`config.mk`:
```
export PLATFORM = sky130hd
export DESIGN_NAME = regfile_wb_arbiter
export DESIGN_NICKNAME = d
export VERILOG_FILES = /design/src/rtl/regfile_wb_arbiter.sv
export SDC_FILE = /design/constraint.sdc
export NUM_CORES = 1
export LEC_CHECK = 0
export BUFFER_PORTS_ARGS = -buffer_cell sky130_fd_sc_hd__buf_2
export CORE_MARGIN = 4
export CORE_UTILIZATION = 50
export DETAILED_ROUTE_END_ITERATION = 10
export PLACE_DENSITY_LB_ADDON = 0.1
export SLEW_MARGIN = 10
export SYNTH_ARGS = -nofsm -noshare
export SYNTH_HDL_FRONTEND = slang
export SYNTH_SLANG_ARGS = --single-unit
```
`constraint.sdc`:
```
create_clock -name clock -period 3.5 [get_ports clock]
set_input_delay 0.35 -clock clock [delete_from_list [all_inputs] [get_ports clock]]
set_output_delay 0.35 -clock clock [all_outputs]
set_load 0.05 [all_outputs]
```
`src/rtl/regfile_wb_arbiter.sv`:
```
// regfile_wb_arbiter
// Shares the single register-file write port between NUM_REQ writeback requesters.
// Round-robin arbitration with valid/ready handshakes feeds a registered output stage
// that drives the register file directly. Writes to x0 complete the handshake but
// are not issued. A saturating counter records contended, unstalled cycles.
//
// Optional feature: define REGFILE_WB_FWD_EN to add bypass ports that expose the
// registered write before the register file commits it.
//
// Ports:
//   clock        rising-edge clock shared with the register file
//   reset_n      synchronous active-low reset
//   req_valid    per-requester write pending
//   req_rd       per-requester destination, slice i = [5*i+4:5*i]
//   req_data     per-requester write value, slice i = [32*i+31:32*i]
//   req_ready    one-hot grant; transfer when valid[i] & ready[i]
//   wb_stall     blocks all grants this cycle
//   RegWrite     register-file write enable (registered)
//   RD           register-file destination (registered)
//   write_data   register-file write value (registered)
//   grant_id     requester whose write is on RD/write_data
//   conflict_cnt saturating count of cycles with >=2 valid requests and no stall
//   fwd_rs1/2, fwd_hit1/2, fwd_data  (REGFILE_WB_FWD_EN only) bypass compare/data
module regfile_wb_arbiter #(
  parameter int unsigned NUM_REQ = 2,
  parameter int unsigned CNT_W   = 16
) (
  input  logic                  clock,
  input  logic                  reset_n,
  input  logic [NUM_REQ-1:0]    req_valid,
  input  logic [5*NUM_REQ-1:0]  req_rd,
  input  logic [32*NUM_REQ-1:0] req_data,
  output logic [NUM_REQ-1:0]    req_ready,
  input  logic                  wb_stall,
  output logic                  RegWrite,
  output logic [4:0]            RD,
  output logic [31:0]           write_data,
  output logic [2:0]            grant_id,
  output logic [CNT_W-1:0]      conflict_cnt
`ifdef REGFILE_WB_FWD_EN
  ,
  input  logic [4:0]            fwd_rs1,
  input  logic [4:0]            fwd_rs2,
  output logic                  fwd_hit1,
  output logic                  fwd_hit2,
  output logic [31:0]           fwd_data
`endif
);

  logic [2:0]  last_grant_q;

  // Requester fields padded to 8 entries so 3-bit indices are always in range.
  logic [7:0]  valid_ext;
  logic [4:0]  rd_arr   [8];
  logic [31:0] data_arr [8];

  always_comb begin
    valid_ext = 8'(req_valid);
    for (int unsigned i = 0; i < 8; i++) begin
      rd_arr[i]   = '0;
      data_arr[i] = '0;
    end
    for (int unsigned i = 0; i < NUM_REQ; i++) begin
      rd_arr[i]   = req_rd[5*i +: 5];
      data_arr[i] = req_data[32*i +: 32];
    end
  end

  // Round-robin scan starting just after the last granted requester.
  logic       gnt_found;
  logic [2:0] gnt_idx;
  logic [3:0] cand;

  always_comb begin
    gnt_found = 1'b0;
    gnt_idx   = last_grant_q;
    cand      = '0;
    for (int unsigned off = 1; off <= NUM_REQ; off++) begin
      cand = {1'b0, last_grant_q} + 4'(off);
      if (cand >= 4'(NUM_REQ)) begin
        cand = cand - 4'(NUM_REQ);
      end
      if (!gnt_found && valid_ext[cand[2:0]]) begin
        gnt_found = 1'b1;
        gnt_idx   = cand[2:0];
      end
    end
  end

  // A grant only exists out of reset and without stall; it is also the transfer.
  logic grant_en;
  assign grant_en = reset_n & ~wb_stall & gnt_found;

  always_comb begin
    req_ready = '0;
    for (int unsigned i = 0; i < NUM_REQ; i++) begin
      req_ready[i] = grant_en && (3'(i) == gnt_idx);
    end
  end

  logic [3:0] num_valid;
  logic       conflict;

  always_comb begin
    num_valid = '0;
    for (int unsigned i = 0; i < NUM_REQ; i++) begin
      num_valid = num_valid + 4'(req_valid[i]);
    end
    conflict = (num_valid >= 4'd2) && !wb_stall;
  end

  always_ff @(posedge clock) begin
    if (!reset_n) begin
      RegWrite     <= 1'b0;
      RD           <= '0;
      write_data   <= '0;
      grant_id     <= '0;
      conflict_cnt <= '0;
      last_grant_q <= 3'(NUM_REQ - 1);
    end else begin
      if (grant_en) begin
        last_grant_q <= gnt_idx;
        grant_id     <= gnt_idx;
        RD           <= rd_arr[gnt_idx];
        write_data   <= data_arr[gnt_idx];
        // x0 writes finish the handshake but never reach the register file.
        RegWrite     <= (rd_arr[gnt_idx] != 5'd0);
      end else begin
        RegWrite     <= 1'b0;
      end
      if (conflict && !(&conflict_cnt)) begin
        conflict_cnt <= conflict_cnt + 1'b1;
      end
    end
  end

`ifdef REGFILE_WB_FWD_EN
  assign fwd_hit1 = RegWrite && (RD == fwd_rs1) && (fwd_rs1 != 5'd0);
  assign fwd_hit2 = RegWrite && (RD == fwd_rs2) && (fwd_rs2 != 5'd0);
  assign fwd_data = write_data;
`endif

endmodule
```
==> out/qor.txt, run 1 <==
DRT iter0 DRCs - 180
Total die area - 0.00874 mm2
Area of the multi-input gates - 0.00229 mm2
Post-Syn Area - 0.00365 mm2
Total buffers and inverters traversed by the critical path - 3
WP data required - 3150 ps
Cells after Synth - 441
Distinct cells, synth - 44
Min Hold Slack - 272 ps
Fmax - 301 MHz
Resized cells post-CTS - 0
Layout Skew - 9.11 ps
Synth Warn # - 0
Ports - 138
Post-synth EDFFs - 0
Via count - 3996
Pins Over Slew Limit - 0
Max Cap Viol - 0
Placed Area - 0.00438 mm2
Status - completed
Tcrit/Tclk final - 0.949
Postcts setup bufs - 0
Seq/Total Area, Yosys - 0.318
Die Wd - 93.5 um
Setup ws final - 179 ps
Layout cells sized above 1 - 0.321
CP top delay family - buffers and inverters
Least-Margin Pin Slew - 695 ps
Crit path capture type - output port
Initial antenna violation count - 0
N_diodes - 0
Top_reg_cell synth - dfxtp_1
Post-Layout Inst Area - 0.00455 mm2
Initial core utilization - 0.526
I/O Buffers - 137
Final setup fails - 0
Layout area overhead - 24.5%
Setup TNS - 0 ps
Total GRT Usage - 0.249
Largest net degree at the start of global routing - 62
TritonCTS Sinks - 58
CP peak stage delay - 520 ps
Core Rows - 30
HPWL reported at the end of detailed placement - 7690 um
Chip height - 93.5 um
Hold Buf Count CTS - 0
Drt total wl - 11000 um
CTS max path bufs - 2
Post-synthesis average cell area - 8.29 um2
First-pass GRT wire length - 17800 um
Placer congestion estimate - 0.810
Syn Nets - 527
Placement Setup Slack - 564 ps
Largest area contributor in the netlist - dfxtp_1
Clock slew at reported path FFs - 70 ps
CP cell instances - inv_1 > ha_1 > and3_1 > o32a_4 > nor2_4 > buf_4 > nand2_1 > a21oi_1 > buf_2
Setup Crit Path Kind - reg2out
Yosys reg bits - 58
Filler cells - 617
H-tree depth - 3
# DRC - 0
Asr flop ratio synth - 0
Core area - 0.00694 mm2
Startpoint Class - register
Worst Hold Class - in2reg
CP max FO - 33
Router iterations before antenna repair - 4
LEAKAGE - 1.96 nW
Routed Antenna Nets - 0
Root buf cell - clkbuf_8
Vias/cell - 6.03
Total power - 0.00208 W
Reg area - 0.00116 mm2
PD cells - 456 mW/mm2
CP max stage cell - o32a_4
Worst Path Arrival - 2970 ps
Layout net count - 649
Grt total ovfl - 0
Worst VDD drop - 234 uV
Later-pin clock latency in the skew report - 330 ps
CTS Buf Count - 9
Final Hold Viols - 0
DR WL/cell - 16.6 um
Normalized max-slew margin - 0.536
RSZ-0062 raised after global routing - false
Area contributors post-synth - dfxtp_1, o31ai_1, or4_1
CTS tree - done
Vias in the first global route - 3708
Min Tclk post-route - 3320 ps
Top-area cell type share of the netlist area - 0.318
[cells in the final DEF, fill, tap and decap left out, types with 6 or more instances in the layout]
cell type,n
o31ai_1,64
ha_1,7
dfxtp_1,57
nor4_2,11
nor2_1,68
xor2_1,10
nor4_1,25
and2_1,14
clkbuf_8,11
buf_2,137
nand3_1,6
nand2_1,23
buf_4,11
or4_1,35
[cell type report]
type	instances	area share
Multi-Input combinational cell	340	0.503
Clock inverter	3	0.00330
Clock buffer	12	0.0341
Inverter	5	0.00412
Tap cell	96	0.0264
Sequential cell	58	0.255
Timing Repair Buffer	149	0.173
[worst min-delay path, stage by stage]
cell	delay [ps]
buf_2	90
a32oi_1	50
o211ai_1	70
[metrics by stage]
stage / util / std cells
3_5_place_dp: 0.631 / 648
6_report: 0.655 / 663
3_3_place_gp: 0.631 / 648
4_1_cts: 0.655 / 663
2_1_floorplan: - / 441
5_1_grt: 0.655 / 663
[Yosys cell counts (3+ instances only)]
library cell / count
a32oi_1: 5
and2_1: 14
nand2b_1: 5
nor3_1: 4
o211ai_1: 5
a22oi_1: 5
nor2_1: 68
xnor2_1: 4
clkbuf_1: 27
nor4_2: 11
o31ai_1: 64
inv_1: 5
o21ai_0: 5
a21oi_1: 4
or4_1: 35
nor4b_1: 3
xor2_1: 10
ha_1: 7
buf_2: 6
buf_6: 4
nand3_1: 6
mux2i_1: 5
and3_1: 5
nand4_1: 4
nor4_1: 25
nand2_1: 23
nor2b_1: 4
dfxtp_1: 58
[cells by family (layout without fill, tap and decap cells)]
group | count (synthesis) | count (layout) | share of synthesized area
and+or+nand+nor | 213 | 213 | 0.337
muxes | 7 | 7 | 0.0199
xor gates and xnor gates | 14 | 14 | 0.0335
DFF | 58 | 58 | 0.318
adders and majority gates | 7 | 7 | 0.0240
buffers and inverters | 43 | 169 | 0.0555
AOI/OAI and AO/OA | 99 | 99 | 0.213
[final timing paths]
kind | slack (ps) | start | endpoint | cells past startpoint
max | 180 | grant_id[1]$_SDFFE_PN0P_ | req_ready[1] | 9
min | 270 | req_rd[2] | RD[2]$_SDFFE_PN0P_ | 3
max reg2reg | 720 | grant_id[1]$_SDFFE_PN0P_ | write_data[9]$_SDFFE_PN0P_ | 8
min reg2reg | 470 | RD[2]$_SDFFE_PN0P_ | RD[2]$_SDFFE_PN0P_ | 2
[routing by layer]
metal	vias up	share of wire	global-route usage
met2	178	0.46	0.400
met3	17	0.083	0.0587
met5	-	0	0
met1	1854	0.44	0.325
met4	0	0.017	0.0904
li1	1947	-	-
[power breakdown]
group,switching [W],internal [W]
combinational,0.000553,0.000213
sequential,0.0000384,0.000726
clock,0.000258,0.000288
total,0.000849,0.00123
[sequential cells by signal, indices dropped and copies added, names as in the netlist]
| register | cells |
|---|---|
| conflict_cnt | 16 |
| write_data | 32 |
| RegWrite | 1 |
| RD | 5 |
| grant_id | 3 |
| last_grant_q | 1 |
Note: power is estimated with default switching activity, not from simulation.
==> run 2, diff against run 1 <==
--- a/config.mk
+++ b/config.mk
@@ -9,6 +9,7 @@
 export CORE_MARGIN = 4
 export CORE_UTILIZATION = 50
 export DETAILED_ROUTE_END_ITERATION = 10
+export GPL_TIMING_DRIVEN = 0
 export PLACE_DENSITY_LB_ADDON = 0.1
 export SLEW_MARGIN = 10
 export SYNTH_ARGS = -nofsm -noshare
==> run 2 against run 1 <==
Via count rose by 2.9%. Die area did not move. Clock skew fell by 4.2 ps. Critical path type unchanged. Critical endpoint is now req_ready[0]. Highest routed layer unchanged.
==> out/qor.txt, run 2 (synthesis results as in run 1) <==
Min Tclk post-route - 3270 ps (-55.3 ps)
CTS max path bufs - 2 (unchanged)
Sequential power share - 0.355 (-0.013)
Vias/cell - 5.97 (-1.0%)
Placed Area - 0.00446 mm2 (+1.7%)
Largest register FFs - 32 (unchanged)
Startpoint Class - register
Total die area - 0.00874 mm2 (unchanged)
Status - completed
N_diodes - 0 (unchanged)
Worst Path Arrival - 2920 ps (-50 ps)
Max Cap Viol - 0 (unchanged)
Total GRT Usage - 0.251 (+0.00148)
Post-Layout Inst Area - 0.00464 mm2 (+1.9%)
Vias in the first global route - 3783 (+2.0%)
Layout Skew - 4.89 ps (-4.22 ps)
TritonCTS Sinks - 58 (unchanged)
Sw frac - 0.407 (-0.00179)
Logic gate share of total power - 0.374 (+0.005)
CTS Buf Count - 9 (unchanged)
Worst hold start - req_rd[0]
Setup TNS - 0 ps (unchanged)
WHS Endpoint - RD[0]$_SDFFE_PN0P_
Routed Antenna Nets - 0 (unchanged)
Tcrit/Tclk final - 0.933 (-0.0158)
Layout cells sized above 1 - 0.302 (-0.0191)
Worst hold path stage count - 3 (unchanged)
Initial antenna violation count - 0 (unchanged)
Clock Power Share - 0.271 (+0.008)
I/O Buffers - 136 (-0.73%)
Core area - 0.00694 mm2 (unchanged)
Clock slew at reported path FFs - 70 ps (about the same)
Normalized max-slew margin - 0.563 (+0.0269)
Ports - 138 (unchanged)
Largest net degree at the start of global routing - 11 (-82%)
Placement Setup Slack - 559 ps (-5.11 ps)
FF-to-FF Start - grant_id[1]$_SDFFE_PN0P_
Largest registers - write_data x32, conflict_cnt x16, RD x5
Router iterations before antenna repair - 7 (+3)
Postcts setup bufs - 0 (unchanged)
Pins Over Slew Limit - 0 (unchanged)
HPWL reported at the end of detailed placement - 8230 um (+7.1%)
Least-Margin Pin Slew - 650 ps (-44.4 ps)
Via count - 4110 (+2.9%)
Worst VDD drop - 240 uV (+2.8%)
Setup ws final - 234 ps (+55.3 ps)
Layout net count - 674 (+3.9%)
Chip height - 93.5 um (unchanged)
CTS tree - done
DR WL/cell - 16.0 um (-3.4%)
Final setup fails - 0 (unchanged)
Die Wd - 93.5 um (unchanged)
PD cells - 461 mW/mm2 (+0.98%)
Core Rows - 30 (unchanged)
Reg2Reg Setup Slack - 710 ps (about the same)
WP data required - 3150 ps (about the same)
Grt total ovfl - 0 (unchanged)
# DRC - 0 (unchanged)
Placer congestion estimate - 0.926 (+14%)
RSZ-0062 raised after global routing - false
Crit path capture type - output port
Later-pin clock latency in the skew report - 340 ps (about the same)
First-pass GRT wire length - 17800 um (about the same)
Sw Pwr - 0.000870 W (+2.5%)
Hold Buf Count CTS - 0 (unchanged)
Most frequent cells in the layout - buf_2, nor2_1, o31ai_1
CP max FO - 10 (-70%)
Fmax - 306 MHz (+1.7%)
Root buf cell - clkbuf_8
Reg with most FFs - write_data
Layout area overhead - 26.9%
Worst Hold Class - in2reg
Total power - 0.00214 W (+2.9%)
Resized cells post-CTS - 0 (unchanged)
Reg-to-reg endpoint - write_data[12]$_SDFFE_PN0P_
H-tree depth - 3 (unchanged)
Final Hold Viols - 0 (unchanged)
Worst reg2reg path depth - 8 (unchanged)
Internal power - 0.00127 W (+3.2%)
Initial core utilization - 0.526 (unchanged)
DRT iter0 DRCs - 241 (+34%)
LEAKAGE - 1.99 nW (+1.1%)
Setup Crit Path Kind - reg2out
Drt total wl - 11000 um (+0.37%)
Most common cell after layout, fill and taps aside - buf_2
-- run 2: changes by cell type in the layout (fill, tap and decap cells not counted), sizes merged --
cell	change
buf	-2
clkbuf	+29
clkinv	-1
-- run 2: final cells by class --
class                           count  area (um2)
Fill cell                         635        2310
Clock inverter                      2        10.0
Inverter                            5        18.8
Timing Repair Buffer              136         681
Clock buffer                       14         173
Multi-Input combinational cell    340        2290
Sequential cell                    58        1160
Tap cell                           96         120
Buffer                             38         184
-- run 2: routing by layer --
| metal | share of wire | global-route usage |
|---|---|---|
| met1 | 0.43 | 0.326 |
| met2 | 0.46 | 0.392 |
| met3 | 0.085 | 0.0668 |
| met4 | 0.024 | 0.104 |
| met5 | 0 | 0 |
-- run 2: worst max-delay path, cell delays in order, from the launching register on --
cell and delay, ps:
dfxtp_1 460, inv_1 140, ha_1 270, and3_1 210, o32a_4 400, buf_6 160
o32ai_4 230, buf_2 290, and2_1 140, buf_2 250
-- run 2: worst max path at each step --
stage,to,startpoint
2_1_floorplan,req_ready[1],grant_id[1]$_SDFFE_PN0P_
5_1_grt,req_ready[0],grant_id[1]$_SDFFE_PN0P_
3_3_place_gp,req_ready[0],grant_id[1]$_SDFFE_PN0P_
6_report,req_ready[0],grant_id[1]$_SDFFE_PN0P_
3_5_place_dp,req_ready[0],grant_id[1]$_SDFFE_PN0P_
4_1_cts,req_ready[0],grant_id[1]$_SDFFE_PN0P_
-- run 2: through the flow --
step	hold WS, ps	utilization	std cells
4_1_cts	249	0.668	689
3_3_place_gp	471	0.642	673
2_1_floorplan	487	-	441
3_5_place_dp	468	0.642	673
6_report	261	0.668	689
5_1_grt	261	0.668	689
-- run 2: power by group through the flow --
stage	Combinational, W	Sequential (W)	Clock, W
floorplan	0.000357	0.000989	0
global placement	0.000785	0.000770	0
detailed placement	0.000796	0.000772	0
CTS	0.000798	0.000757	0.000593
global route	0.000858	0.000765	0.000623
finish	0.000800	0.000758	0.000580
